## src/rtl/ipu_poller.sv

```systemverilog
`default_nettype none
// ============================================================================
// ipu_poller : periodic bus reader of the IPU position register; decodes it,
//              tracks object presence and exposes a 4-tap averaged cursor.
// Rev 1.0
// ============================================================================
module ipu_poller #(
   parameter logic [31:0] IPU_ADDR       = 32'h4000_0200,
   parameter int unsigned POLL_CYCLES    = 1000,
   parameter int unsigned TIMEOUT_CYCLES = 16,
   parameter int unsigned LOST_COUNT     = 8
) (
   input  logic        sys_clk,
   input  logic        rst_n,
   input  logic        enable,
   output logic        read_o,
   output logic        write_o,
   output logic [31:0] addr_o,
   output logic [31:0] data_o,
   input  logic [31:0] data_i,
   input  logic        ack_i,
   output logic [9:0]  pos_row,
   output logic [9:0]  pos_col,
   output logic        pos_valid,
   output logic        tracking,
   output logic        lost,
   output logic [7:0]  timeout_cnt
);

   localparam int PW = $clog2(POLL_CYCLES);
   localparam int TW = $clog2(TIMEOUT_CYCLES + 1);
   localparam logic [PW-1:0] c_POLL_LOAD = PW'(POLL_CYCLES - 1);
   localparam logic [TW-1:0] c_TO_LAST   = TW'(TIMEOUT_CYCLES - 1);
   localparam logic [7:0]    c_LOST      = 8'(LOST_COUNT);

   typedef enum logic [1:0] {
      S_IDLE  = 2'd0,
      S_REQ   = 2'd1,
      S_CHECK = 2'd2,
      S_AVG   = 2'd3
   } state_t;

   state_t           state_q, state_d;
   logic [PW-1:0]    poll_cnt_q, poll_cnt_d;
   logic [TW-1:0]    req_cnt_q, req_cnt_d;
   logic [21:0]      rdata_q, rdata_d;
   logic [3:0][9:0]  tap_row_q, tap_row_d;
   logic [3:0][9:0]  tap_col_q, tap_col_d;
   logic [7:0]       lost_cnt_q, lost_cnt_d;
   logic             tracking_q, tracking_d;
   logic             lost_q, lost_d;
   logic             pos_valid_q, pos_valid_d;
   logic [9:0]       pos_row_q, pos_row_d;
   logic [9:0]       pos_col_q, pos_col_d;
   logic [7:0]       timeout_cnt_q, timeout_cnt_d;
   logic             read_q, read_d;
   logic [31:0]      addr_q, addr_d;

   logic             w_valid;
   logic             w_present;
   logic [9:0]       w_row;
   logic [9:0]       w_col;
   logic [7:0]       w_lost_inc;
   logic [11:0]      w_sum_row;
   logic [11:0]      w_sum_col;
   logic             w_unused_hi;

   // Upper status bits carry nothing of interest and are never stored.
   assign w_unused_hi = ^data_i[31:22];

   assign w_valid    = rdata_q[0];
   assign w_present  = rdata_q[1];
   assign w_col      = rdata_q[11:2];
   assign w_row      = rdata_q[21:12];
   assign w_lost_inc = (lost_cnt_q == 8'hFF) ? lost_cnt_q : lost_cnt_q + 8'd1;

   assign w_sum_row = {2'b00, tap_row_q[0]} + {2'b00, tap_row_q[1]}
                    + {2'b00, tap_row_q[2]} + {2'b00, tap_row_q[3]};
   assign w_sum_col = {2'b00, tap_col_q[0]} + {2'b00, tap_col_q[1]}
                    + {2'b00, tap_col_q[2]} + {2'b00, tap_col_q[3]};

   always_ff @(posedge sys_clk or negedge rst_n) begin
      if (!rst_n) begin
         state_q       <= S_IDLE;
         poll_cnt_q    <= c_POLL_LOAD;
         req_cnt_q     <= '0;
         rdata_q       <= '0;
         tap_row_q     <= '0;
         tap_col_q     <= '0;
         lost_cnt_q    <= '0;
         tracking_q    <= 1'b0;
         lost_q        <= 1'b0;
         pos_valid_q   <= 1'b0;
         pos_row_q     <= '0;
         pos_col_q     <= '0;
         timeout_cnt_q <= '0;
         read_q        <= 1'b0;
         addr_q        <= '0;
      end else begin
         state_q       <= state_d;
         poll_cnt_q    <= poll_cnt_d;
         req_cnt_q     <= req_cnt_d;
         rdata_q       <= rdata_d;
         tap_row_q     <= tap_row_d;
         tap_col_q     <= tap_col_d;
         lost_cnt_q    <= lost_cnt_d;
         tracking_q    <= tracking_d;
         lost_q        <= lost_d;
         pos_valid_q   <= pos_valid_d;
         pos_row_q     <= pos_row_d;
         pos_col_q     <= pos_col_d;
         timeout_cnt_q <= timeout_cnt_d;
         read_q        <= read_d;
         addr_q        <= addr_d;
      end
   end

   always_comb begin
      state_d       = state_q;
      poll_cnt_d    = poll_cnt_q;
      req_cnt_d     = req_cnt_q;
      rdata_d       = rdata_q;
      tap_row_d     = tap_row_q;
      tap_col_d     = tap_col_q;
      lost_cnt_d    = lost_cnt_q;
      tracking_d    = tracking_q;
      lost_d        = 1'b0;
      pos_valid_d   = 1'b0;
      pos_row_d     = pos_row_q;
      pos_col_d     = pos_col_q;
      timeout_cnt_d = timeout_cnt_q;

      case (state_q)
         S_IDLE: begin
            if (poll_cnt_q != '0) begin
               poll_cnt_d = poll_cnt_q - PW'(1);
            end else if (enable) begin
               state_d   = S_REQ;
               req_cnt_d = '0;
            end
         end

         S_REQ: begin
            if (ack_i == 1'b1) begin
               rdata_d = data_i[21:0];
               state_d = S_CHECK;
            end else if (req_cnt_q == c_TO_LAST) begin
               state_d    = S_IDLE;
               poll_cnt_d = c_POLL_LOAD;
               if (timeout_cnt_q != 8'hFF) begin
                  timeout_cnt_d = timeout_cnt_q + 8'd1;
               end
            end else begin
               req_cnt_d = req_cnt_q + TW'(1);
            end
         end

         S_CHECK: begin
            state_d    = S_IDLE;
            poll_cnt_d = c_POLL_LOAD;
            if (w_valid) begin
               if (w_present) begin
                  // A fresh acquisition primes every tap so the first average is the sample itself.
                  if (tracking_q) begin
                     tap_row_d = {tap_row_q[2:0], w_row};
                     tap_col_d = {tap_col_q[2:0], w_col};
                  end else begin
                     tap_row_d = {4{w_row}};
                     tap_col_d = {4{w_col}};
                  end
                  lost_cnt_d = '0;
                  tracking_d = 1'b1;
                  state_d    = S_AVG;
               end else begin
                  lost_cnt_d = w_lost_inc;
                  if ((w_lost_inc == c_LOST) && tracking_q) begin
                     tracking_d = 1'b0;
                     lost_d     = 1'b1;
                  end
               end
            end
         end

         S_AVG: begin
            state_d     = S_IDLE;
            poll_cnt_d  = c_POLL_LOAD;
            pos_row_d   = w_sum_row[11:2];
            pos_col_d   = w_sum_col[11:2];
            pos_valid_d = 1'b1;
         end

         default: begin
            state_d    = S_IDLE;
            poll_cnt_d = c_POLL_LOAD;
         end
      endcase

      read_d = (state_d == S_REQ);
      addr_d = read_d ? IPU_ADDR : 32'd0;
   end

   assign read_o      = read_q;
   assign write_o     = 1'b0;
   assign addr_o      = addr_q;
   assign data_o      = 32'd0;
   assign pos_row     = pos_row_q;
   assign pos_col     = pos_col_q;
   assign pos_valid   = pos_valid_q;
   assign tracking    = tracking_q;
   assign lost        = lost_q;
   assign timeout_cnt = timeout_cnt_q;

endmodule
`default_nettype wire
```

## config.mk

```make
export PLATFORM = sky130hd
export DESIGN_NAME = ipu_poller
export DESIGN_NICKNAME = d
export VERILOG_FILES = /design/src/rtl/ipu_poller.sv
export SDC_FILE = /design/constraint.sdc
export NUM_CORES = 1
export LEC_CHECK = 0
export BUFFER_PORTS_ARGS = -buffer_cell sky130_fd_sc_hd__buf_2
export CORE_ASPECT_RATIO = 0.75
export CORE_MARGIN = 5
export CORE_UTILIZATION = 55
export DETAILED_ROUTE_END_ITERATION = 8
export GPL_ROUTABILITY_DRIVEN = 1
export PLACE_DENSITY = 0.82
export SYNTH_ARGS = -nofsm -noshare
export SYNTH_HDL_FRONTEND = slang
export SYNTH_SLANG_ARGS = --single-unit
```

## constraint.sdc

```tcl
create_clock -name sys_clk -period 3.25 [get_ports sys_clk]
set_input_delay 0 -clock sys_clk [delete_from_list [all_inputs] [get_ports sys_clk]]
set_output_delay 0 -clock sys_clk [all_outputs]
set_load 0.05 [all_outputs]
```

==> results <==
- The flow ran to the end, and the final reports show no timing, DRC or antenna violations.
- In the global route stage, overall resource usage came out at 0.192.
- Across the run, the number of max-cap violations was 0.
- The number of pins exceeding their max-slew limit in the final report is 0.
- The launch instance of the worst min-delay path is ack_i.
- dfrtp_1 takes more of the synthesized area than any other cell.
- The worst-case IR drop observed on VDD is 342 µV.
- The number of antenna repair diodes is 0.
- The path class of the tightest hold or removal check is in -> reg.
- In the synthesized netlist, the number of instances is 897.
- Of the synthesized area, sequential elements account for 0.437.
- The worst hold path was traced through 3 stages.
- The clock-pin slew on the worst setup and hold paths is 0.06 ns.
- The number of hold violations in the final report is 0.
- The count of placed standard cells in the final layout, fillers left out is ~1200.
- Yosys printed 0 warnings.
- The largest family of logic cells by synthesized area is compound AO/OA/AOI/OAI gates.
- The clock latency on the worst-skew pair is 0.43 ns.
- The mean instance size in the synthesized netlist is slightly above 10 µm².
- The setup check on the worst reg-to-reg path leaves a slack of between 0.1 and 0.15 ns.
- The fraction of synthesized cell area taken by the top area cell type is 0.414.
- In the final routed layout, each cell accounts on average for ~15 µm.
- The initial antenna violation count was 0.
- Sorting the synthesized cells by how often they occur yields dfrtp_1 (151), inv_1 (128), a21oi_1 (80), buf_4 (65), a211oi_1 (56).
- The cell at the root of the clock tree is clkbuf_16.
- The number of clock buffers inserted by TritonCTS is 17.
- At the worst endpoint, the required time is around 3.5 ns.
- Clock tree synthesis found a total of approximately 160 sinks.
- The measured slew at the worst slew-check pin is 0.791 ns.
- The cell with the biggest individual delay on the critical path is fa_1.
- The worst setup path is launched from a flip-flop.
- The leading cell type by number of instances after synthesis is dfrtp_1.
- The fraction of the mapped netlist area in compound gates is 0.143.
- The number of global-route vias before repair came to ~6200.
- The global-route wire length before repair is 30.5 mm.
- The mux contribution to synthesized area is 0.0582.
- The count of buffers inserted at the top-level ports is just under 60.
- The post-route fraction of the period consumed by the critical path is 0.955.
- The source of the critical timing path is tap_row_q[1].
- The final route contains between 6000 and 7000 vias.
- Of the total synthesized cell area, the portion taken by full adders, half adders and majority gates is 0.119.
- The top-level I/O count is about 130.
- Subtracting the final worst setup slack from the clock period gives around 3.1 ns.
- Along the worst path, the maximum fanout reaches 3.
- In the routed design, unresolved DRC markers number 0.
- In this run the vertical extent of the chip is approximately 120 µm.
- Headroom to the max-slew limit came out at 0.473.
- The total of endpoints with negative setup slack in the final report is 0.
- After detailed routing, the total wire length is 18.0 mm.
- The first routing iteration left around 460 violations.
- The initial cell density of the core is 0.565.
- The post-detailed-route via-to-cell ratio is about 5.2.
- Counting the fill cells in the layout gives around 1300.
- The total design power is approximately 4.1 mW.
- In this run the deepest clock path goes through 2 buffers.
- The setup path with the least slack is of type reg -> reg.
- Of the total synthesized cell area, the portion taken by AND, OR, NAND and NOR gates is 0.0956.
- The end of the worst hold path is rdata_q[0].
- The placeable core area is ~16000 µm².
- After synthesis, the netlist uses 67 different library cells.
- The aggregate global routing overflow is 0.
- The cell occurring most often along the worst timing path is fa_1.
- Of the cells placed in the final design, the portion with a size suffix greater than 1 is 0.172.
- The number of optimization iterations in the first detailed-route pass is 4.
- The flip-flop and latch count after synthesis is 159.
- The row count is 40.
- From synthesis to final layout, the design area changed by 11.5%.
- The highest clock frequency the design can meet is roughly 320 MHz.
- The total power density per cell area is around 400 nW/µm².
- The analysis attributes to cell leakage a power of 4.95 nW.
- The placed cell count is approximately 1100.
- The capturing element type of the critical path is a flip-flop.
- The end of the worst register-to-register path is pos_row[7].
- The critical path goes through inv_1, fa_1, inv_1, fa_1, nand2_1, nor2_1, fa_1, a21oi_2, o21ai_0, a211oi_2, xor2_1, o21ai_0.
- The maximum number of pins on one net before global-route repair is 88.
- The floorplan step set the die width to about 160 µm.
- Detailed placement ended at an HPWL of approximately 13 mm.
- Data arrives at the worst endpoint at ~3.4 ns.
- In the final design database the tool counted 1069 nets.
- The worst register-to-register path begins at tap_row_q[1].
- Across the routed clock network, the largest skew measured is 0.00703 ns.
- The final weighted congestion of routability-driven global placement is roughly 0.86.
- The CTS tree is done.
- The number of enable-type register cells in the synthesized netlist is 0.
- The number of levels in the clock H-tree is 4.
- The final antenna-violating net count is 0.
- The worst reg-to-reg path cell count is 12.
- The cell area after placement is ~9400 µm².
- Of the total synthesized cell area, the portion taken by XOR and XNOR cells is 0.0249.
- The most used flip-flop cell after synthesis is dfrtp_1.
- In this run the cell area of the synthesized design comes to just over 9000 µm².
- After synthesis, the share of flip-flops with an asynchronous set or reset is 1.00.
- The floorplan step defined a die boundary enclosing 19300 µm².
- The design area is between 10000 and 15000 µm².
- The highest cell delay on the worst timing path is approximately 0.54 ns.
- Yosys attributes the largest share of cell area to dfrtp_1 (41%), fa_1 (8.8%), mux2_2 (5.5%), buf_4 (5.3%), inv_1 (5.3%).
-- area by class of cell --
class | instances | area (µm²) | share of cell area
clock buffer | 20 | 447 | 0.0439
clock inverter | 11 | 93.8 | 0.00921
inverter | 128 | 480 | 0.0472
multi-input combinational | 573 | 4290 | 0.421
sequential | 159 | 3990 | 0.392
tap | 210 | 263 | 0.0258
timing repair buffer | 91 | 624 | 0.0613
-- critical path: cells and delay by family (launching register included) --
kind / cells / cell delay, ns
adders and majority gates: 3 / 1.42
xor gates and xnor gates: 1 / 0.17
buffers and inverters: 2 / 0.13
AOI/OAI and AO/OA: 4 / 0.74
DFF: 1 / 0.36
and+or+nand+nor: 2 / 0.14
-- timing repair --
action / in CTS / in global routing
endpoints found under the setup margin: 0 / 3
hold buffers: 23 / 0
hold endpoints to repair: 99 / 0
resized for setup: 0 / 6
buffers inserted: 0 / 2
-- stage by stage --
stage               hold slack (ns)  TNS (ns)  utilization  setup WS, ns
floorplan                    -0.296         0            -         0.357
global placement              0.134         0        0.580         0.199
detailed placement            0.130         0        0.580        0.0757
CTS                          0.0132         0        0.628        0.0682
global route                 0.0486  -0.00755        0.630      -0.00755
finish                       0.0331         0        0.630         0.146
-- logic make-up after synthesis --
| family | count (synthesis) |
|---|---|
| AO/OA/AOI/OAI | 209 |
| XOR/XNOR | 26 |
| adder cells (fa/ha/maj) | 63 |
| buffers and inverters | 227 |
| flip-flops | 159 |
| multiplexers | 47 |
| other | 1 |
| AND/OR/NAND/NOR | 165 |
-- layout by cell type (no fill, tap or decap), types with 3 or more instances in the layout --
master         netlist  routed
a22o_1               3       3
clkinvlp_4           0       4
a211oi_1            56      55
nor3_1              12      12
a31oi_1              7       7
mux2_2              45      45
or2_2                3       3
nor2b_1             23      22
ha_1                23      23
buf_2               14      58
nand2_1             53      53
dlygate4sd3_1        0      23
fa_1                40      39
clkbuf_16            0      17
xnor2_1              9       9
nor2_1              25      25
dfrtp_1            151     150
clkinv_2             0       5
buf_4               65       7
a21oi_1             80      79
o21a_1               3       3
inv_1              128     127
nand3_1             10      10
dfstp_2              8       8
xor2_1              17      17
o211ai_1             4       4
nor3b_1              4       4
nand2b_1             4       4
o31ai_1              5       5
and3_1               3       3
o21ai_0             30      30
nand4_1              6       6
conb_1               1      63
-- where the power goes --
part           leakage, nW  total (mW)  internal [mW]  switching (mW)
registers             2.19        1.98           1.98               0
logic                 2.51       0.240         0.0329           0.207
clock network        0.257        1.85           1.06           0.790
total                 4.95        4.07           3.07           0.997
-- worst max-delay path by stage --
stage	to	slack, ns	cells past startpoint
3_5_place_dp	pos_row[7]	0.08	12
4_1_cts	pos_row[7]	0.07	12
6_report	pos_row[7]	0.15	12
5_1_grt	pos_col[7]	-0.008	11
2_1_floorplan	pos_col[7]	0.36	11
3_3_place_gp	pos_row[7]	0.20	12
-- per-layer routing --
| layer | track usage | part of all wire | wire length, µm | vias to the layer above |
|---|---|---|---|---|
| met1 | 0.275 | 0.49 | 8780 | 3050 |
| met4 | 0.0537 | 0.011 | 199 | 0 |
| met2 | 0.297 | 0.46 | 8220 | 143 |
| met5 | 0 | 0 | 0 | - |
| met3 | 0.0426 | 0.045 | 813 | 14 |
| li1 | - | - | - | 3040 |
-- sequential cells by signal (all words and copies together), names as in the netlist, 2 cells and up --
name / count
lost_cnt_q: 8
poll_cnt_q: 10
pos_col: 10
pos_row: 10
rdata_q: 22
req_cnt_q: 5
state_q: 2
tap_col_q: 40
tap_row_q: 40
timeout_cnt: 8
Power figures use the tool's default switching activity.
